**config.mk**
```make
export PLATFORM = sky130hd
export DESIGN_NAME = rf_xpr_wb_ctrl
export DESIGN_NICKNAME = d
export VERILOG_FILES = /design/src/rtl/rf_xpr_pkg.sv /design/src/rtl/rf_xpr_wb_fifo.sv /design/src/rtl/rf_xpr_wb_ctrl.sv
export SDC_FILE = /design/constraint.sdc
export NUM_CORES = 1
export LEC_CHECK = 0
export CAP_MARGIN = 20
export CORE_MARGIN = 1
export CORE_UTILIZATION = 44
export CTS_CLUSTER_DIAMETER = 80
export DETAILED_ROUTE_END_ITERATION = 10
export HOLD_SLACK_MARGIN = 0.03
export PLACE_DENSITY = 0.89
export SYNTH_ARGS = -nofsm -noshare
export SYNTH_HDL_FRONTEND = slang
export SYNTH_SLANG_ARGS = --single-unit
export TNS_END_PERCENT = 50
```
**constraint.sdc**
```tcl
create_clock -name CLK -period 3.38 [get_ports CLK]
set_clock_uncertainty 0.2 [all_clocks]
set_input_delay 0.676 -clock CLK [delete_from_list [all_inputs] [get_ports CLK]]
set_output_delay 0.676 -clock CLK [all_outputs]
set_load 0.05 [all_outputs]
```
**src/rtl/rf_xpr_pkg.sv**
```systemverilog
// -----------------------------------------------------------------------------
// rf_xpr_pkg
// Shared constants and types for the integer register file (XPR) write side.
//   XPR_AW   : register address width
//   XPR_DW   : register data width
//   XPR_SIZE : number of architectural registers
//   XPR_ZERO : address of the hard-wired zero register
//   xpr_wr_t : one register-file write request {WE, WA, D}
// -----------------------------------------------------------------------------
package rf_xpr_pkg;

  localparam int XPR_AW   = 5;
  localparam int XPR_DW   = 32;
  localparam int XPR_SIZE = 32;
  localparam logic [XPR_AW-1:0] XPR_ZERO = 5'd0;

  typedef struct packed {
    logic              WE;
    logic [XPR_AW-1:0] WA;
    logic [XPR_DW-1:0] D;
  } xpr_wr_t;

endpackage

```
**src/rtl/rf_xpr_wb_fifo.sv**
```systemverilog
// -----------------------------------------------------------------------------
// rf_xpr_wb_fifo
// Small synchronous result FIFO (circular buffer, pointers carry a wrap bit).
// Results addressed to x0 complete the handshake but are not stored.
// Ports:
//   CLK, RST          clock / asynchronous active-high reset
//   push_V/RA/D       incoming result
//   push_RDY          FIFO not full (from registered pointers only)
//   pop_EN            consume the head this cycle
//   head_V/RA/D       head entry (valid when FIFO non-empty)
// -----------------------------------------------------------------------------
module rf_xpr_wb_fifo
  import rf_xpr_pkg::*;
#(
  parameter int DEPTH = 2,
  parameter int AW    = XPR_AW,
  parameter int DW    = XPR_DW
) (
  input  logic          CLK,
  input  logic          RST,
  input  logic          push_V,
  input  logic [AW-1:0] push_RA,
  input  logic [DW-1:0] push_D,
  output logic          push_RDY,
  input  logic          pop_EN,
  output logic          head_V,
  output logic [AW-1:0] head_RA,
  output logic [DW-1:0] head_D
);

  localparam int PW = $clog2(DEPTH);

  logic [PW:0]   wptr_r;
  logic [PW:0]   rptr_r;
  logic [AW-1:0] ra_mem_r [DEPTH];
  logic [DW-1:0] d_mem_r  [DEPTH];

  logic full_s;
  logic empty_s;
  logic wr_en_s;
  logic rd_en_s;

  // Full when only the wrap bits differ; empty when pointers are identical.
  assign full_s  = (wptr_r[PW] != rptr_r[PW]) && (wptr_r[PW-1:0] == rptr_r[PW-1:0]);
  assign empty_s = (wptr_r == rptr_r);

  assign push_RDY = !full_s;
  assign head_V   = !empty_s;
  assign head_RA  = ra_mem_r[rptr_r[PW-1:0]];
  assign head_D   = d_mem_r[rptr_r[PW-1:0]];

  // x0 results are acknowledged but dropped.
  assign wr_en_s = push_V && !full_s && (push_RA != {AW{1'b0}});
  assign rd_en_s = pop_EN && !empty_s;

  // Pointer update; reset discards any buffered entries.
  always_ff @(posedge CLK or posedge RST) begin
    if (RST) begin
      wptr_r <= {(PW+1){1'b0}};
      rptr_r <= {(PW+1){1'b0}};
    end else begin
      if (wr_en_s) wptr_r <= wptr_r + {{PW{1'b0}}, 1'b1};
      if (rd_en_s) rptr_r <= rptr_r + {{PW{1'b0}}, 1'b1};
    end
  end

  // Entry storage; contents are meaningless until the write pointer passes them.
  always_ff @(posedge CLK) begin
    if (wr_en_s) begin
      ra_mem_r[wptr_r[PW-1:0]] <= push_RA;
      d_mem_r[wptr_r[PW-1:0]]  <= push_D;
    end
  end

endmodule

```
**src/rtl/rf_xpr_wb_ctrl.sv**
```systemverilog
// -----------------------------------------------------------------------------
// rf_xpr_wb_ctrl
// Write-side client of the 32x32 integer register file.
//   ch0 (ALU/CSR) and debug share write port wrt0, debug has priority.
//   ch1 (load/long-latency) owns write port wrt1.
//   A per-register busy scoreboard lets issue stall on RAW/WAW hazards.
// Ports:
//   CLK, RST                  clock / asynchronous active-high reset
//   iss_V, iss_RD, iss_RDY    issue-stage destination reservation
//   chk_RA0/1, chk_BUSY0/1    source-operand busy lookups
//   res0_*/res1_*             result channels (valid/ready, address, data)
//   dbg_V, dbg_WA, dbg_D      debug write (always accepted)
//   wrt0_*/wrt1_*             register-file write ports
//   err_DUP                   both ports writing the same address this cycle
//   busy_VEC                  full scoreboard for trace
// -----------------------------------------------------------------------------
module rf_xpr_wb_ctrl
  import rf_xpr_pkg::*;
#(
  parameter int DEPTH = 2,
  parameter int AW    = XPR_AW,
  parameter int DW    = XPR_DW
) (
  input  logic          CLK,
  input  logic          RST,
  input  logic          iss_V,
  input  logic [AW-1:0] iss_RD,
  output logic          iss_RDY,
  input  logic [AW-1:0] chk_RA0,
  input  logic [AW-1:0] chk_RA1,
  output logic          chk_BUSY0,
  output logic          chk_BUSY1,
  input  logic          res0_V,
  input  logic [AW-1:0] res0_RA,
  input  logic [DW-1:0] res0_D,
  output logic          res0_RDY,
  input  logic          res1_V,
  input  logic [AW-1:0] res1_RA,
  input  logic [DW-1:0] res1_D,
  output logic          res1_RDY,
  input  logic          dbg_V,
  input  logic [AW-1:0] dbg_WA,
  input  logic [DW-1:0] dbg_D,
  output logic          dbg_RDY,
  output logic          wrt0_WE,
  output logic [AW-1:0] wrt0_WA,
  output logic [DW-1:0] wrt0_D,
  output logic          wrt1_WE,
  output logic [AW-1:0] wrt1_WA,
  output logic [DW-1:0] wrt1_D,
  output logic          err_DUP,
  output logic [31:0]   busy_VEC
);

  localparam logic [XPR_SIZE-1:0] ONE_HOT0 = {{(XPR_SIZE-1){1'b0}}, 1'b1};

  logic          head0_v_s;
  logic [AW-1:0] head0_ra_s;
  logic [DW-1:0] head0_d_s;
  logic          head1_v_s;
  logic [AW-1:0] head1_ra_s;
  logic [DW-1:0] head1_d_s;
  logic          pop0_s;
  logic          pop1_s;

  xpr_wr_t wrt0_s;
  xpr_wr_t wrt1_s;

  logic [XPR_SIZE-1:0] busy_r;
  logic [XPR_SIZE-1:0] set_s;
  logic [XPR_SIZE-1:0] clr_s;
  logic [XPR_SIZE-1:0] busy_nxt_s;
  logic                iss_take_s;

  rf_xpr_wb_fifo #(.DEPTH(DEPTH), .AW(AW), .DW(DW)) u_fifo0 (
    .CLK      (CLK),
    .RST      (RST),
    .push_V   (res0_V),
    .push_RA  (res0_RA),
    .push_D   (res0_D),
    .push_RDY (res0_RDY),
    .pop_EN   (pop0_s),
    .head_V   (head0_v_s),
    .head_RA  (head0_ra_s),
    .head_D   (head0_d_s)
  );

  rf_xpr_wb_fifo #(.DEPTH(DEPTH), .AW(AW), .DW(DW)) u_fifo1 (
    .CLK      (CLK),
    .RST      (RST),
    .push_V   (res1_V),
    .push_RA  (res1_RA),
    .push_D   (res1_D),
    .push_RDY (res1_RDY),
    .pop_EN   (pop1_s),
    .head_V   (head1_v_s),
    .head_RA  (head1_ra_s),
    .head_D   (head1_d_s)
  );

  assign dbg_RDY = 1'b1;

  // wrt0 mux: debug wins and holds the ch0 head; reset silences the debug path.
  always_comb begin
    wrt0_s = '0;
    pop0_s = 1'b0;
    if (dbg_V && !RST) begin
      wrt0_s.WE = 1'b1;
      wrt0_s.WA = dbg_WA;
      wrt0_s.D  = dbg_D;
      pop0_s    = 1'b0;
    end else begin
      wrt0_s.WE = head0_v_s;
      wrt0_s.WA = head0_ra_s;
      wrt0_s.D  = head0_d_s;
      pop0_s    = head0_v_s;
    end
  end

  // wrt1 is a straight drive of the ch1 head.
  always_comb begin
    wrt1_s    = '0;
    wrt1_s.WE = head1_v_s;
    wrt1_s.WA = head1_ra_s;
    wrt1_s.D  = head1_d_s;
    pop1_s    = head1_v_s;
  end

  assign wrt0_WE = wrt0_s.WE;
  assign wrt0_WA = wrt0_s.WA;
  assign wrt0_D  = wrt0_s.D;
  assign wrt1_WE = wrt1_s.WE;
  assign wrt1_WA = wrt1_s.WA;
  assign wrt1_D  = wrt1_s.D;

  // Covers ch0/ch1 and debug/ch1; the RF resolves in favour of wrt1.
  assign err_DUP = wrt0_s.WE && wrt1_s.WE && (wrt0_s.WA == wrt1_s.WA);

  assign iss_RDY    = !busy_r[iss_RD] || (iss_RD == XPR_ZERO);
  assign chk_BUSY0  = busy_r[chk_RA0] && (chk_RA0 != XPR_ZERO);
  assign chk_BUSY1  = busy_r[chk_RA1] && (chk_RA1 != XPR_ZERO);
  assign busy_VEC   = busy_r;

  // Only ch0/ch1 writes retire reservations; debug writes leave busy alone.
  assign iss_take_s = iss_V && iss_RDY && (iss_RD != XPR_ZERO);
  assign set_s      = iss_take_s ? (ONE_HOT0 << iss_RD) : {XPR_SIZE{1'b0}};
  assign clr_s      = (pop0_s ? (ONE_HOT0 << head0_ra_s) : {XPR_SIZE{1'b0}})
                    | (pop1_s ? (ONE_HOT0 << head1_ra_s) : {XPR_SIZE{1'b0}});
  // Set is applied after clear so it wins; x0 is forced clear.
  assign busy_nxt_s = ((busy_r & ~clr_s) | set_s) & ~ONE_HOT0;

  // Scoreboard register.
  always_ff @(posedge CLK or posedge RST) begin
    if (RST) begin
      busy_r <= {XPR_SIZE{1'b0}};
    end else begin
      busy_r <= busy_nxt_s;
    end
  end

endmodule

```
==> results.cfg, run 1 <==
[critical_path]
worst-setup-path-type = in2out
crit_end_element = output port
critical_path.startpoint_type = input port
worst_r2r_startpoint = u_fifo1.rptr_r[0]$_DFFE_PP0P_
rr_endpoint = u_fifo1.ra_mem_r[0][4]$_DFFE_PP_
cp_data_arrival_time_ns = 2.42
critPathRequiredTime_ns = 2.50
rr_worst_depth = 7
crit_end = err_DUP
ff2ff_setup_slack_ns = 0.94
critical_path_peak_fanout = 6
critical_path_origin = dbg_V

[floorplanning]
die_w_um = 144
die_y_um = 144
pin_count = 247
placement_rows = 51
core_region_area_um2 = 19700
floorplan.initialDensity = 0.452
die_area_um2 = 20800

[clock_tree]
clock_root_buffer = clkbuf_16
cts-buffers-inserted = 17
cts_htree_levels = 4
worst_setup_hold_path_clk_slew_ns = 0.07
setup_buffers_after_cts = 0
cts_hold_buf = 0
tritoncts_num_sinks = 187
tritoncts_clock_tree = done
clockBufferDepth = 2
worst_skew_pair.late_latency_ns = 0.42

[yosys]
synth_seq_area_share = 0.610
postSynth.asyncResetShare = 0.209
synth_enable_flop_cells = 148
postSynthAreaPerCell_um2 = 13.4
synth_top_flop_cell = edfxtp_1
synthesis.yosys.warnings = 0
syn-instance-count = 664
synthesis.nets = 796
netlist_area_um2 = 8880
synth_cell_type_count = 58
postSynthRegisterBits = 187

[timing]
unrepaired_setup_endpoints_after_global_routing = true
share_of_the_cycle_needed_by_the_critical_path_after_routing = 0.975
timing_hold_violations_final = 0
final_slew_violations = 0
post_layout_minimum_cycle_time_ns = 3.30
setup_slack_ns = 0.0842
finalSetupTns_ns = 0
clock.fmax_mhz = 303
hold_ws_ns = 0.289
worst_slew_pin_tran_ns = 0.904
setup_viol_count_final = 0
slew-limit-headroom = 0.397

[route]
postRouteAntennaNets = 0
dr_total_vias = 6781
final_wl_um = 24200
routed_wire_length_per_instance_um = 20.0
drt-pass1-iter-count = 5
drc = 0
detailedRoute.firstIterationViolations = 547
avgViaCountPerCell = 5.60

[worst_hold_path]
hold_path.class = reg2reg
worstHoldStart = u_fifo0.wptr_r[1]$_DFFE_PP0P_

[grt]
grt_antenna_before_repair = 3
vias_in_the_first_global_route = 6692
largest_net_degree_at_the_start_of_global_routing = 65
grt_util_all_layers = 0.234
grt_first_pass_wirelength_um = 35900
global_route_congestion_overflow_total = 0

[power_and_ir_drop]
leakagePower_nw = 4.73
power_density_nw_per_um2 = 1020
power.internal_mw = 7.31
peakVddDrop_mv = 0.623
pwr-share-clk = 0.147
power_mw = 13.2
switching_power_mw = 5.93
sequentialPowerShare = 0.301
share_comb_of_total_power = 0.552
sw_frac_of_total = 0.448

[placed_design]
placement.io_buffers = 244
finalWeightedCongestion = 0.961
dp_hpwl_um = 18000
place.detailed.instances = 1175
dp_worst_setup_slack_ns = -0.101
placement.cell_area_um2 = 12300

[final_layout]
drive_gt1_frac = 0.202
mostFrequentLayoutCells = clkdlybuf4s50_1 (195), edfxtp_1 (148), nand2_1 (70)
postLayoutCellArea_um2 = 12900
fin_nets = 1061
post_layout_nonfiller_instances = 1210
area.growth.synth_to_final_pct = 45.7
fin_util = 0.658
final_common_cell = clkdlybuf4s50_1

[run]
max-cap-violations = 0

[status]
run_status = finished, final reports clean
[worst min path at each step]
stage / to / slack, ns / cells after the start
after global routing: u_fifo0.wptr_r[1]$_DFFE_PP0P_ / 0.30 / 1
final: u_fifo0.wptr_r[1]$_DFFE_PP0P_ / 0.29 / 1
after CTS: u_fifo0.wptr_r[1]$_DFFE_PP0P_ / 0.29 / 1
after global placement: u_fifo1.wptr_r[1]$_DFFE_PP0P_ / 0.28 / 1
after floorplan: u_fifo1.wptr_r[1]$_DFFE_PP0P_ / 0.26 / 1
after detailed placement: u_fifo0.wptr_r[1]$_DFFE_PP0P_ / 0.28 / 1
[state kept, by name (all words and copies together), names as in the netlist]
register	cells
u_fifo0.d_mem_r	64
u_fifo1.d_mem_r	64
busy_VEC	31
u_fifo1.ra_mem_r	10
u_fifo0.wptr_r	2
u_fifo0.rptr_r	2
u_fifo1.rptr_r	2
u_fifo0.ra_mem_r	10
u_fifo1.wptr_r	2
[final cells by class]
| class | instances | area [um^2] |
|---|---|---|
| clock buffers | 17 | 425 |
| flip-flops and latches | 187 | 5430 |
| repair buffers | 283 | 3190 |
| inverters | 17 | 63.8 |
| diodes | 3 | 7.51 |
| fillers | 1454 | 6720 |
| well taps | 265 | 332 |
| multi-input cells | 423 | 3350 |
| clock inverters | 15 | 150 |
[worst max-delay path, cell delays in order]
cell and delay [ns]:
clkdlybuf4s50_1 0.54, nand2b_4 0.09, buf_6 0.14, mux2i_4 0.18, xnor2_1 0.13, a21oi_1 0.12, nor4bb_4 0.35, buf_12 0.18
[cell usage after synthesis (16+ instances only)]
cell / instances / area [um^2]
clkbuf_1: 26 / 97.6
dfrtp_1: 39 / 976
edfxtp_1: 148 / 4440
inv_1: 16 / 60.1
mux2_2: 38 / 428
mux2i_1: 45 / 450
mux4_2: 19 / 428
nand2_1: 70 / 263
nand2b_1: 21 / 131
nand3_1: 16 / 80.1
o21ai_0: 41 / 205
[repair_timing]
item | 4_1_cts | 5_1_grt
pin swaps | 0 | 1
resized for setup | 9 | 11
setup endpoints to repair | 3 | 19
[cells by family after synthesis]
| kind of cell | count (synthesis) | synth area share |
|---|---|---|
| other | 2 | 0.000846 |
| multiplexers | 108 | 0.155 |
| AO/OA/AOI/OAI | 135 | 0.103 |
| buffers and inverters | 54 | 0.0254 |
| flip-flops | 187 | 0.610 |
| XOR/XNOR | 17 | 0.0168 |
| AND/OR/NAND/NOR | 161 | 0.0885 |
[power groups by stage]
| stage | clock network, mW | registers (mW) | logic, mW |
|---|---|---|---|
| finish | 1.95 | 3.98 | 7.31 |
| global placement | 0 | 3.94 | 7.18 |
| CTS | 1.98 | 3.95 | 7.31 |
| floorplan | 0 | 4.34 | 4.00 |
| detailed placement | 0 | 3.99 | 7.26 |
| global route | 2.06 | 4.05 | 7.64 |
[routing by layer]
layer / GRT usage / vias to the layer above / wire length (um)
li1: - / 3100 / -
met1: 0.270 / 3272 / 9120
met2: 0.390 / 337 / 12200
met3: 0.0662 / 72 / 1960
met4: 0.133 / 0 / 953
met5: 0 / - / 0
(Power assumes the default switching activity.)
==> run 2, diff against run 1 <==
--- a/config.mk
+++ b/config.mk
@@ -8,7 +8,7 @@
 export CAP_MARGIN = 20
 export CORE_MARGIN = 1
 export CORE_UTILIZATION = 44
-export CTS_CLUSTER_DIAMETER = 80
+export CTS_CLUSTER_DIAMETER = 50
 export DETAILED_ROUTE_END_ITERATION = 10
 export HOLD_SLACK_MARGIN = 0.03
 export PLACE_DENSITY = 0.89
==> results of run 2 <==
No change in the layout: final DEF, timing and power equal those of run 1.
